===== src/rtl/mips_pkg.sv =====
// mips_pkg: shared constants and encodings for the MIPS pipeline control blocks.
`default_nettype none

package mips_pkg;

   localparam logic [4:0] REG_ZERO   = 5'd0;

   localparam logic [1:0] MEM_IDLE   = 2'd0;
   localparam logic [1:0] MEM_WAIT   = 2'd1;
   localparam logic [1:0] MEM_DONE   = 2'd2;

   localparam int         EXE_CMD_W  = 4;
   localparam int         REG_ADDR_W = 5;

   typedef enum logic [1:0] {
      ST_IDLE = MEM_IDLE,
      ST_WAIT = MEM_WAIT,
      ST_DONE = MEM_DONE
   } mem_state_t;

endpackage

`default_nettype wire


===== src/rtl/hazard_detect.sv =====
// hazard_detect: combinational RAW hazard detection between ID and the EXE/MEM stages.
`default_nettype none

module hazard_detect
   import mips_pkg::*;
#(
   parameter int FWD_EN = 1
) (
   input  logic [REG_ADDR_W-1:0] id_src1,
   input  logic [REG_ADDR_W-1:0] id_src2,
   input  logic                  id_two_src,
   input  logic [REG_ADDR_W-1:0] exe_dest,
   input  logic                  exe_wb_en,
   input  logic                  exe_mem_r_en,
   input  logic [REG_ADDR_W-1:0] mem_dest,
   input  logic                  mem_wb_en,
   output logic                  raw_hz
);

   logic match_x;
   logic match_m;

   // r0 is hard-wired zero, so a write to it can never create a dependency
   assign match_x = exe_wb_en && (exe_dest != REG_ZERO) &&
                    ((exe_dest == id_src1) || (id_two_src && (exe_dest == id_src2)));
   assign match_m = mem_wb_en && (mem_dest != REG_ZERO) &&
                    ((mem_dest == id_src1) || (id_two_src && (mem_dest == id_src2)));

   // With forwarding only a load in EXE cannot be bypassed in time
   assign raw_hz = (FWD_EN != 0) ? (match_x && exe_mem_r_en) : (match_x || match_m);

endmodule

`default_nettype wire


===== src/rtl/hazard_ctrl.sv =====
// hazard_ctrl: pipeline freeze/flush/bubble sequencer with SRAM wait FSM.
// Optional performance counters enabled by defining HAZARD_CTRL_PERF_EN.
`default_nettype none

module hazard_ctrl
   import mips_pkg::*;
#(
   parameter int FWD_EN      = 1,
   parameter int MEM_TIMEOUT = 15
) (
   input  logic                  clk,
   input  logic                  rst,
   input  logic [REG_ADDR_W-1:0] id_src1,
   input  logic [REG_ADDR_W-1:0] id_src2,
   input  logic                  id_two_src,
   input  logic [REG_ADDR_W-1:0] exe_dest,
   input  logic                  exe_wb_en,
   input  logic                  exe_mem_r_en,
   input  logic [REG_ADDR_W-1:0] mem_dest,
   input  logic                  mem_wb_en,
   input  logic                  exe_br_taken,
   input  logic                  mem_req,
   input  logic                  sram_ready,
   output logic                  pc_freeze,
   output logic                  if_id_freeze,
   output logic                  if_id_flush,
   output logic                  id_ex_bubble,
   output logic                  id_ex_freeze,
   output logic                  ex_mem_freeze,
   output logic                  mem_wb_freeze,
   output logic                  mem_timeout_err
`ifdef HAZARD_CTRL_PERF_EN
   ,
   output logic [31:0]           raw_stall_cnt,
   output logic [31:0]           br_flush_cnt,
   output logic [31:0]           mem_stall_cnt
`endif
);

   localparam int               CNT_W = $clog2(MEM_TIMEOUT + 1);
   localparam logic [CNT_W-1:0] TMO   = CNT_W'(MEM_TIMEOUT);

   mem_state_t       state;
   logic [CNT_W-1:0] wait_cnt;
   logic [CNT_W-1:0] wait_cnt_nxt;
   logic             raw_hz;
   logic             mem_stall;
   logic             br_act;
   logic             raw_act;

   hazard_detect #(
      .FWD_EN (FWD_EN)
   ) u_detect (
      .id_src1      (id_src1),
      .id_src2      (id_src2),
      .id_two_src   (id_two_src),
      .exe_dest     (exe_dest),
      .exe_wb_en    (exe_wb_en),
      .exe_mem_r_en (exe_mem_r_en),
      .mem_dest     (mem_dest),
      .mem_wb_en    (mem_wb_en),
      .raw_hz       (raw_hz)
   );

   assign wait_cnt_nxt = (wait_cnt == TMO) ? wait_cnt : wait_cnt + 1'b1;

   // DONE deliberately ignores mem_req so the request just served is not re-issued
   assign mem_stall = ((state == ST_IDLE) && mem_req && !sram_ready) || (state == ST_WAIT);
   assign br_act    = !mem_stall && exe_br_taken;
   assign raw_act   = !mem_stall && !exe_br_taken && raw_hz;

   always_ff @(posedge clk or posedge rst) begin
      if (rst) begin
         state           <= ST_IDLE;
         wait_cnt        <= '0;
         mem_timeout_err <= 1'b0;
      end else begin
         case (state)
            ST_IDLE: begin
               if (mem_req) begin
                  if (sram_ready) begin
                     state <= ST_DONE;
                  end else begin
                     state    <= ST_WAIT;
                     wait_cnt <= '0;
                  end
               end
            end
            ST_WAIT: begin
               if (sram_ready) begin
                  state <= ST_DONE;
               end else begin
                  wait_cnt <= wait_cnt_nxt;
                  // Error is only reported; the pipeline keeps waiting for the SRAM
                  if (wait_cnt_nxt == TMO) begin
                     mem_timeout_err <= 1'b1;
                  end
               end
            end
            ST_DONE: state <= ST_IDLE;
            default: state <= ST_IDLE;
         endcase
      end
   end

   always_comb begin
      pc_freeze     = 1'b0;
      if_id_freeze  = 1'b0;
      if_id_flush   = 1'b0;
      id_ex_bubble  = 1'b0;
      id_ex_freeze  = 1'b0;
      ex_mem_freeze = 1'b0;
      mem_wb_freeze = 1'b0;
      if (!rst) begin
         if (mem_stall) begin
            pc_freeze     = 1'b1;
            if_id_freeze  = 1'b1;
            id_ex_freeze  = 1'b1;
            ex_mem_freeze = 1'b1;
            mem_wb_freeze = 1'b1;
         end else if (exe_br_taken) begin
            // ID holds a wrong-path instruction, so any hazard it shows is moot
            if_id_flush  = 1'b1;
            id_ex_bubble = 1'b1;
         end else if (raw_hz) begin
            pc_freeze    = 1'b1;
            if_id_freeze = 1'b1;
            id_ex_bubble = 1'b1;
         end
      end
   end

`ifdef HAZARD_CTRL_PERF_EN
   always_ff @(posedge clk or posedge rst) begin
      if (rst) begin
         raw_stall_cnt <= '0;
         br_flush_cnt  <= '0;
         mem_stall_cnt <= '0;
      end else begin
         if (raw_act)   raw_stall_cnt <= raw_stall_cnt + 32'd1;
         if (br_act)    br_flush_cnt  <= br_flush_cnt + 32'd1;
         if (mem_stall) mem_stall_cnt <= mem_stall_cnt + 32'd1;
      end
   end
`else
   logic unused_act;
   assign unused_act = br_act ^ raw_act;
`endif

endmodule

`default_nettype wire


===== config.mk =====
export PLATFORM = sky130hd
export DESIGN_NAME = hazard_ctrl
export DESIGN_NICKNAME = d
export VERILOG_FILES = /design/src/rtl/mips_pkg.sv /design/src/rtl/hazard_detect.sv /design/src/rtl/hazard_ctrl.sv
export SDC_FILE = /design/constraint.sdc
export NUM_CORES = 1
export LEC_CHECK = 0
export CAP_MARGIN = 10
export CORE_UTILIZATION = 37
export DETAILED_ROUTE_END_ITERATION = 12
export PLACE_DENSITY = 0.83
export SLEW_MARGIN = 20
export SYNTH_ARGS = -nofsm -noshare
export SYNTH_HDL_FRONTEND = slang
export SYNTH_SLANG_ARGS = --single-unit

===== constraint.sdc =====
create_clock -name clk -period 3 [get_ports clk]
set_clock_uncertainty 0.15 [all_clocks]
set_input_delay 0.6 -clock clk [delete_from_list [all_inputs] [get_ports clk]]
set_output_delay 0.6 -clock clk [all_outputs]
set_load 0.02 [all_outputs]

; Word-level counts from Yosys, hierarchy flattened
; Cells that the tools add are included.
[classes]
n_addsub = 1
eq_ne = 9
n_mux = 21
bitwise_logic = 1
reduce_logical = 15
[ops]
columns = cell, n
row1 = $mux 4, 4
row2 = $mux 1, 12
row3 = $eq 5x5->1, 2
row4 = $eq 4x4->1 const B, 2
row5 = $ne 2x2->1 const B, 4
row6 = $pmux 4 s2, 1
row7 = $logic_and 1x1->1, 6
row8 = $mux 2, 3
row9 = $reduce_bool 5->1, 1
row10 = $add 4x1->4 const B, 1
row11 = $pmux 2 s2, 1
row12 = $reduce_and 4->1, 1
row13 = $reduce_and 3->1, 1
row14 = $eq 2x1->1 const B, 1
row15 = $logic_not 2->1, 1
row16 = $logic_or 1x1->1, 2
row17 = $reduce_and 2->1, 1
row18 = $reduce_bool 2->1, 1
row19 = $logic_not 1->1, 1
row20 = $not 1->1, 1
[totals]
regBits = 7
inputBits = 29
elab_cells = 50

; Depth between registers and ports, before layout
; Gate-level depths: netlist (run 1).
[logic_depth]
depth_word = 9
ltp_mapped = 5
ltp_nobuf = 5

; By module
; A second synthesis (run 1) with hierarchy kept.
[hier_totals]
cells_unflattened = 64
hier_area_um2 = 604.3
[modules_own_cells]
columns = module, n_inst, cells_per_inst, area_each_um2, seq_area_each_um2
row1 = hazard_ctrl, 1, 47, 470.5, 175.2
row2 = hazard_detect, 1, 17, 133.9, 0.0

; Worst setup path before layout (run 1)
; Ideal clock, no wire load.
[synth_path]
kind = input port to output port
from = input port exe_dest[4]
to = output port pc_freeze
arrival_time_ns = 2.021
required_time_ns = 2.250
path_slack_ns = 0.229
cell_stages = 5
path_buffers = 1
cell_sequence = xor2_1 nor4_2 a32oi_1 o41ai_2 buf_4
[synth_between]
elab_chain_cells = 9
word_cells_on_any_way = 12
classes_between = eq/ne: 2 / mux: 4 / reduce/logical: 6
[synth_lines]
columns = item, line_no
row1 = "start, declared", hazard_ctrl.sv:16  ; input logic [REG_ADDR_W-1:0] exe_dest,
row2 = $eq 5x5->1, hazard_detect.sv:25  ; ((exe_dest == id_src1) || (id_two_src && (exe_dest == id_src2)));
row3 = $logic_and 1x1->1, hazard_detect.sv:25
row4 = $logic_or 1x1->1, hazard_detect.sv:25
row5 = $logic_and 1x1->1 *, hazard_detect.sv:24  ; assign match_x = exe_wb_en && (exe_dest != REG_ZERO) &&
row6 = $logic_and 1x1->1 *, hazard_detect.sv:30  ; assign raw_hz = (FWD_EN != 0) ? (match_x && exe_mem_r_en) : (match_x || match_m);
row7 = $mux 1 * (4 in series), n/a
row8 = "end, declared", hazard_ctrl.sv:24  ; output logic pc_freeze,
; Mark *: on every way between the ends. The rest lies on a longest branch, timed or not.

; Worst setup path in the final report (run 1)
[layout_path]
from = input port exe_dest[3]
to = output port id_ex_bubble
[layout_between]
elab_chain_cells = 9
word_cells_on_any_way = 12
classes_between = eq/ne: 2 / mux: 4 / reduce/logical: 6
[layout_lines]
columns = item, line_no
row1 = $eq 5x5->1, hazard_detect.sv:25
row2 = $logic_and 1x1->1, hazard_detect.sv:25
row3 = $logic_or 1x1->1, hazard_detect.sv:25
row4 = $logic_and 1x1->1 *, hazard_detect.sv:24
row5 = $logic_and 1x1->1 *, hazard_detect.sv:30
row6 = $mux 1 *, hazard_ctrl.sv:125  ; end else if (raw_hz) begin
row7 = $mux 1 *, hazard_ctrl.sv:121  ; end else if (exe_br_taken) begin
row8 = $mux 1 *, hazard_ctrl.sv:115  ; if (mem_stall) begin
row9 = $mux 1 *, hazard_ctrl.sv:114  ; if (!rst) begin
row10 = "end, declared", hazard_ctrl.sv:27  ; output logic id_ex_bubble,
; Marked as above.

==> flow_summary.toml, run 1 <==
[outcome]
status = "finished, final reports clean"

[placed_design]
dp_hpwl_mm = 1.18
portBuffers = 30
routabilityCongestion = 0.785

[worst_setup_path]
cp.arrival_ns = 2.18
crit_fanout = 2
critPathLaunchType = "primary input"
end_kind = "primary output"
crit_required_ns = 2.25
crit_type = "in -> out"

[logic_synthesis]
syn-num-nets = 93
synth-compound-area-share = 0.209
yosys.area_share.xor_xnor = 0.157
syn_area_um2 = 557
synthDistinctLibCells = 27
yosysTopAreaCellShare = 0.315
synthTopCellsByArea = "dfrtp_1 31%, xor2_1 14%, a21oi_1 5.4%"
synth_top_cell_by_area = "dfrtp_1"
ys_ff_latch = 7
synth-simple-area-share = 0.236
ys_seq_area_frac = 0.315
muxShareOfSynthArea = 0
synthAdderAreaFrac = 0.0225
synth_area_per_cell_um2 = 8.84
synth_top_family_by_area = "simple AND/OR/NAND/NOR gates"
yosys_warnings = 0
synth_cells = 63

[floorplanning]
io-pin-count = 37
die_h_um = 40.8
die_area_um2 = 1660
die_x_um = 40.8
core.rowCount = 13
start_util = 0.412
core_um2 = 1350

[clocking]
cts_tree = "built"
worstSkewPairLatency_ns = 0.25
postCtsHoldBufs = 0
clk_pin_slew_ns = 0.05
clockRootBuffer = "clkbuf_4"
post_cts_buffers = 0
htreeDepth = 1
clkSinkCount = 7
cts_buffer_depth = 2
cts_buffers = 3

[timing]
relSlewSlack = 0.660
slew_viol_final = 0
period_minus_slack_ns = 2.93
finalCritPeriodShare = 0.978
final_hold_viol_count = 0
worst_pin_slew_ns = 0.507
setup_tns_ns = 0
setup_viol = 0
rsz0062_at_grt = "no"
fmax_mhz = 341

[grt]
grt_start_max_net_pins = 9
grt_pass1_vias = 534
grt_pass1_wl_mm = 2.08
grt_overflow_total = 0
grt_util_all_layers = 0.194
antenna_found_initial = 0

[cells_and_area]
fillers = 113
final_cell_mix = "22 x clkdlybuf4s50_1, 9 x xor2_1, 8 x buf_4, 7 x dfrtp_1, 5 x a21oi_1"
nets = 132
drive_above_1_share = 0.188
multi_input_area_um2 = 354
area_delta_synth_final_pct = 67.9
diodes = 0
register_area_um2 = 175
utilization = 0.692
final_common_cell = "clkdlybuf4s50_1"

[flow_run]
maxCapViolCount = 0

[routing]
ant_nets = 0
avgViaCountPerCell = 5.35
drc = 0
avgRoutedWirePerCell_um = 12.4
dr_total_vias = 621
drt-initial-drc-count = 11
dr.pass1.iters = 4
routed_wl_mm = 1.44

[power]
peakVddDrop_mv = 0.288
p_per_area_nw_per_um2 = 333
leakage_uw = 0.000458

[worst_hold_path]
hold_class = "reg -> reg"
-- logic make-up (layout without fill, tap and decap cells) --
| kind of cell | count (synthesis) | count (layout) |
|---|---|---|
| AND/OR/NAND/NOR | 23 | 23 |
| AO/OA/AOI/OAI | 16 | 16 |
| XOR/XNOR | 10 | 10 |
| flip-flops | 7 | 7 |
| buffers and inverters | 6 | 44 |
| adder cells (fa/ha/maj) | 1 | 1 |
-- worst max-delay path: stages --
cell             delay (ns)
clkdlybuf4s50_1        0.44
buf_4                  0.15
or4_1                  0.49
nor2_2                 0.15
or3_1                  0.13
o21bai_1               0.06
buf_4                  0.17
-- routing by layer --
metal | share of wire | vias up | GRT usage | wire (µm)
li1 | - | 310 | - | -
met1 | 0.38 | 277 | 0.181 | 550
met2 | 0.47 | 30 | 0.363 | 682
met3 | 0.12 | 4 | 0.0380 | 172
met4 | 0.024 | 0 | 0.142 | 34
met5 | 0 | - | 0 | 0
-- flip-flops by register name (all words and copies together), names as in the netlist --
name,cells
mem_timeout_err,1
state,2
wait_cnt,4
-- synthesized netlist by cell type (all sizes together) --
library cell / n
or4: 1
nor3: 2
or2: 1
buf: 3
o41ai: 2
o21bai: 1
nor2: 4
ha: 1
xor2: 9
nand3: 4
nand2b: 2
a31o: 1
a41oi: 1
a32oi: 1
o21ai: 2
nand3b: 1
a32o: 1
nor3b: 3
nor4: 1
dfrtp: 7
a21oi: 6
inv: 3
or3: 1
a21o: 1
nand2: 3
xnor2: 1
-- path summary, 6_finish.rpt --
kind                                 start  slack (ns)  cells past startpoint              end
setup / recovery               exe_dest[3]        0.07                      7     id_ex_bubble
hold / removal             mem_timeout_err        0.32                      1  mem_timeout_err
setup reg to reg               wait_cnt[0]        1.29                      5  mem_timeout_err
hold reg to reg            mem_timeout_err        0.32                      1  mem_timeout_err
max in group asynchronous              rst        2.06                      3         state[1]
min in group asynchronous              rst        0.51                      3  mem_timeout_err
-- area by class of cell --
type	instances	share of cell area
multi-input combinational	50	0.379
clock buffer	4	0.0281
sequential	7	0.187
inverter	3	0.0120
tap	15	0.0201
timing repair buffer	37	0.373
-- metrics by stage --
stage	area, µm²	power (µW)	hold slack (ns)	cells	setup WS [ns]
after global placement	906	226	0.303	112	-0.457
after CTS	918	314	0.324	116	0.00436
after global routing	935	332	0.349	116	0.00587
after detailed placement	906	231	0.312	112	-0.500
final	935	312	0.324	116	0.0652
after floorplan	557	170	0.269	63	0.229
-- power by group --
| part | internal, µW | total, µW | switching (µW) |
|---|---|---|---|
| Combinational | 63.9 | 112 | 48.4 |
| Clock | 50.7 | 85.1 | 34.3 |
| Sequential | 103 | 114 | 11.7 |
| Total | 217 | 312 | 94.5 |
-- timing repair --
action / CTS / global route
setup endpoints to repair: 6 / 4
endpoints found under the hold margin: 0 / 0
pin swaps: 1 / 2
gates cloned: 0 / 0
resized for setup: 16 / 6
Power figures use the tool's default switching activity.
==> inputs of run 2 (changes only) <==
==> constraint.sdc (replaced) <==
create_clock -name clk -period 3.8 [get_ports clk]
set_clock_uncertainty 0.15 [all_clocks]
set_input_delay 0.76 -clock clk [delete_from_list [all_inputs] [get_ports clk]]
set_output_delay 0.76 -clock clk [all_outputs]
set_load 0.02 [all_outputs]
==> run 2 against run 1 <==
  * Critical path depth is the same
  * Clock-buffer cell count is the same
  * Largest power group unchanged
  * Highest routed layer unchanged
  * Cell area shrank 2.9%
  * Register-to-register slack gained 0.79 ns
  * Worst setup slack gained 0.066 ns
==> flow_summary.toml, run 2 (synthesis gave the netlist of run 1 again) <==
[floorplanning]
io-pin-count = 37
core_um2 = 1350
core.rowCount = 13
die_h_um = 40.8
die_area_um2 = 1660
start_util = 0.412
die_x_um = 40.8

[clocking]
cts_buffer_depth = 2
cts_buffers = 3
htreeDepth = 1
clkSinkCount = 7
clk_pin_slew_ns = 0.05
worstSkewPairLatency_ns = 0.25
post_cts_resized = 2
cts_tree = "built"
post_cts_buffers = 0
clockRootBuffer = "clkbuf_4"
postCtsHoldBufs = 0

[power]
p_per_area_nw_per_um2 = 271
leakage_uw = 0.000386
swShare = 0.304
power.switching_uw = 74.8
pwr-share-clk = 0.279
seqPwrFrac = 0.365
peakVddDrop_mv = 0.214
power_frac_comb = 0.356
p_int_uw = 171

[cells_and_area]
largest_register = "wait_cnt"
fin_area_um2 = 907
final_cell_mix = "28 x clkdlybuf4s50_1, 9 x xor2_1, 7 x dfrtp_1, 6 x a21oi_1"
area_delta_synth_final_pct = 62.9
top_regs = "wait_cnt (4), state (2), mem_timeout_err (1)"
largest_register_ffs = 4
diodes = 0
final_common_cell = "clkdlybuf4s50_1"
nets = 129
drive_above_1_share = 0.112

[placed_design]
routabilityCongestion = 0.779
dp_hpwl_mm = 1.24
pre_cts_slack_ns = -0.0281
dpl_cell_area_um2 = 883
portBuffers = 30

[worst_hold_path]
hold_class = "reg -> reg"
whs_path_depth = 1
min_to = "mem_timeout_err"
hp-start = "mem_timeout_err"

[timing]
setup_ws_ns = 0.132
finalCritPeriodShare = 0.965
slew_viol_final = 0
setup_viol = 0
worst_pin_slew_ns = 0.732
rsz0062_at_grt = "no"
period_minus_slack_ns = 3.67
final_hold_viol_count = 0
fmax_mhz = 273
relSlewSlack = 0.511
fin_hold_ws_ns = 0.318

[worst_setup_path]
path_common_cell = "clkdlybuf4s50_1"
cp_cell_sequence = "clkdlybuf4s50_1 > buf_4 > or4_1 > nor2_1 > or3_1 > o21bai_1 > clkdlybuf4s50_1"
r2r-start = "wait_cnt[0]"
slowest_stage = "clkdlybuf4s50_1"
critical-path-top-delay-family = "buffers and inverters"
slowest_delay_ns = 0.54
worst_r2r_endpoint = "mem_timeout_err"
cp.arrival_ns = 2.76
end_kind = "primary output"
rr_worst_depth = 5
crit_required_ns = 2.89
crit_type = "in -> out"
critPathLaunchType = "primary input"
r2r_setup_slack_ns = 2.08
path_buf_inv = 3
crit_fanout = 2

[grt]
grt_pass1_wl_mm = 2.08
grt_use_met3 = 0.0435
use_met2 = 0.367
use_met1 = 0.183
top_usage_layer = "met2"
grt_start_max_net_pins = 9
grt_util_all_layers = 0.191
grt_overflow_total = 0
grt_pass1_vias = 516
antenna_found_initial = 0

[flow_run]
maxCapViolCount = 0

[routing]
dr.pass1.iters = 4
avgRoutedWirePerCell_um = 13.3
dr_total_vias = 609
drt-initial-drc-count = 9
drc = 0
avgViaCountPerCell = 5.39
ant_nets = 0
routed_wl_mm = 1.50

[outcome]
status = "finished, final reports clean"
[run 2: changes by cell type in the layout (fill, tap and decap cells not counted)]
cell / delta
dlymetal6s2s_1: -4
buf_2: -2
nor2_2: -1
nor2_1: +1
dlygate4sd2_1: +1
clkdlybuf4s50_1: +6
buf_4: -4
a21oi_2: -1
a21oi_1: +1
[run 2: metrics by stage]
stage,utilization,TNS (ns),instances,total power [µW]
final,0.672,0,113,246
after global routing,0.672,0,113,260
after CTS,0.672,0,113,248
after detailed placement,0.654,-0.0384,109,180
after global placement,0.654,0,109,176
after floorplan,-,0,63,134
[run 2: how the worst max path moves through the flow]
stage	startpoint	endpoint	slack [ns]	cells after the start
finish	exe_dest[1]	id_ex_bubble	0.13	7
global route	exe_dest[1]	id_ex_bubble	0.05	7
CTS	exe_dest[1]	id_ex_bubble	0.12	7
detailed placement	exe_dest[4]	if_id_freeze	-0.03	6
global placement	exe_dest[4]	if_id_freeze	0.02	6
floorplan	exe_dest[4]	pc_freeze	0.71	5
[run 2: area by class of cell]
cell class | count | area, µm²
repair buffers | 34 | 328
multi-input cells | 50 | 348
well taps | 15 | 18.8
clock buffers | 4 | 26.3
inverters | 3 | 11.3
fillers | 111 | 443
flip-flops and latches | 7 | 175
[run 2: power groups by stage]
stage,clock network [µW],registers [µW],logic [µW]
6_report,68.6,89.7,87.7
5_1_grt,72.8,90.8,96.4
4_1_cts,70.3,89.9,88.2
3_5_place_dp,0,91.2,88.8
3_3_place_gp,0,90.1,86.3
2_1_floorplan,0,88.8,45.6
[run 2: layer usage]
metal,share of wire,routed length [µm],up-vias
li1,-,-,300
met1,0.36,546,282
met2,0.50,752,25
met3,0.12,181,2
met4,0.013,19,0
met5,0,0,-
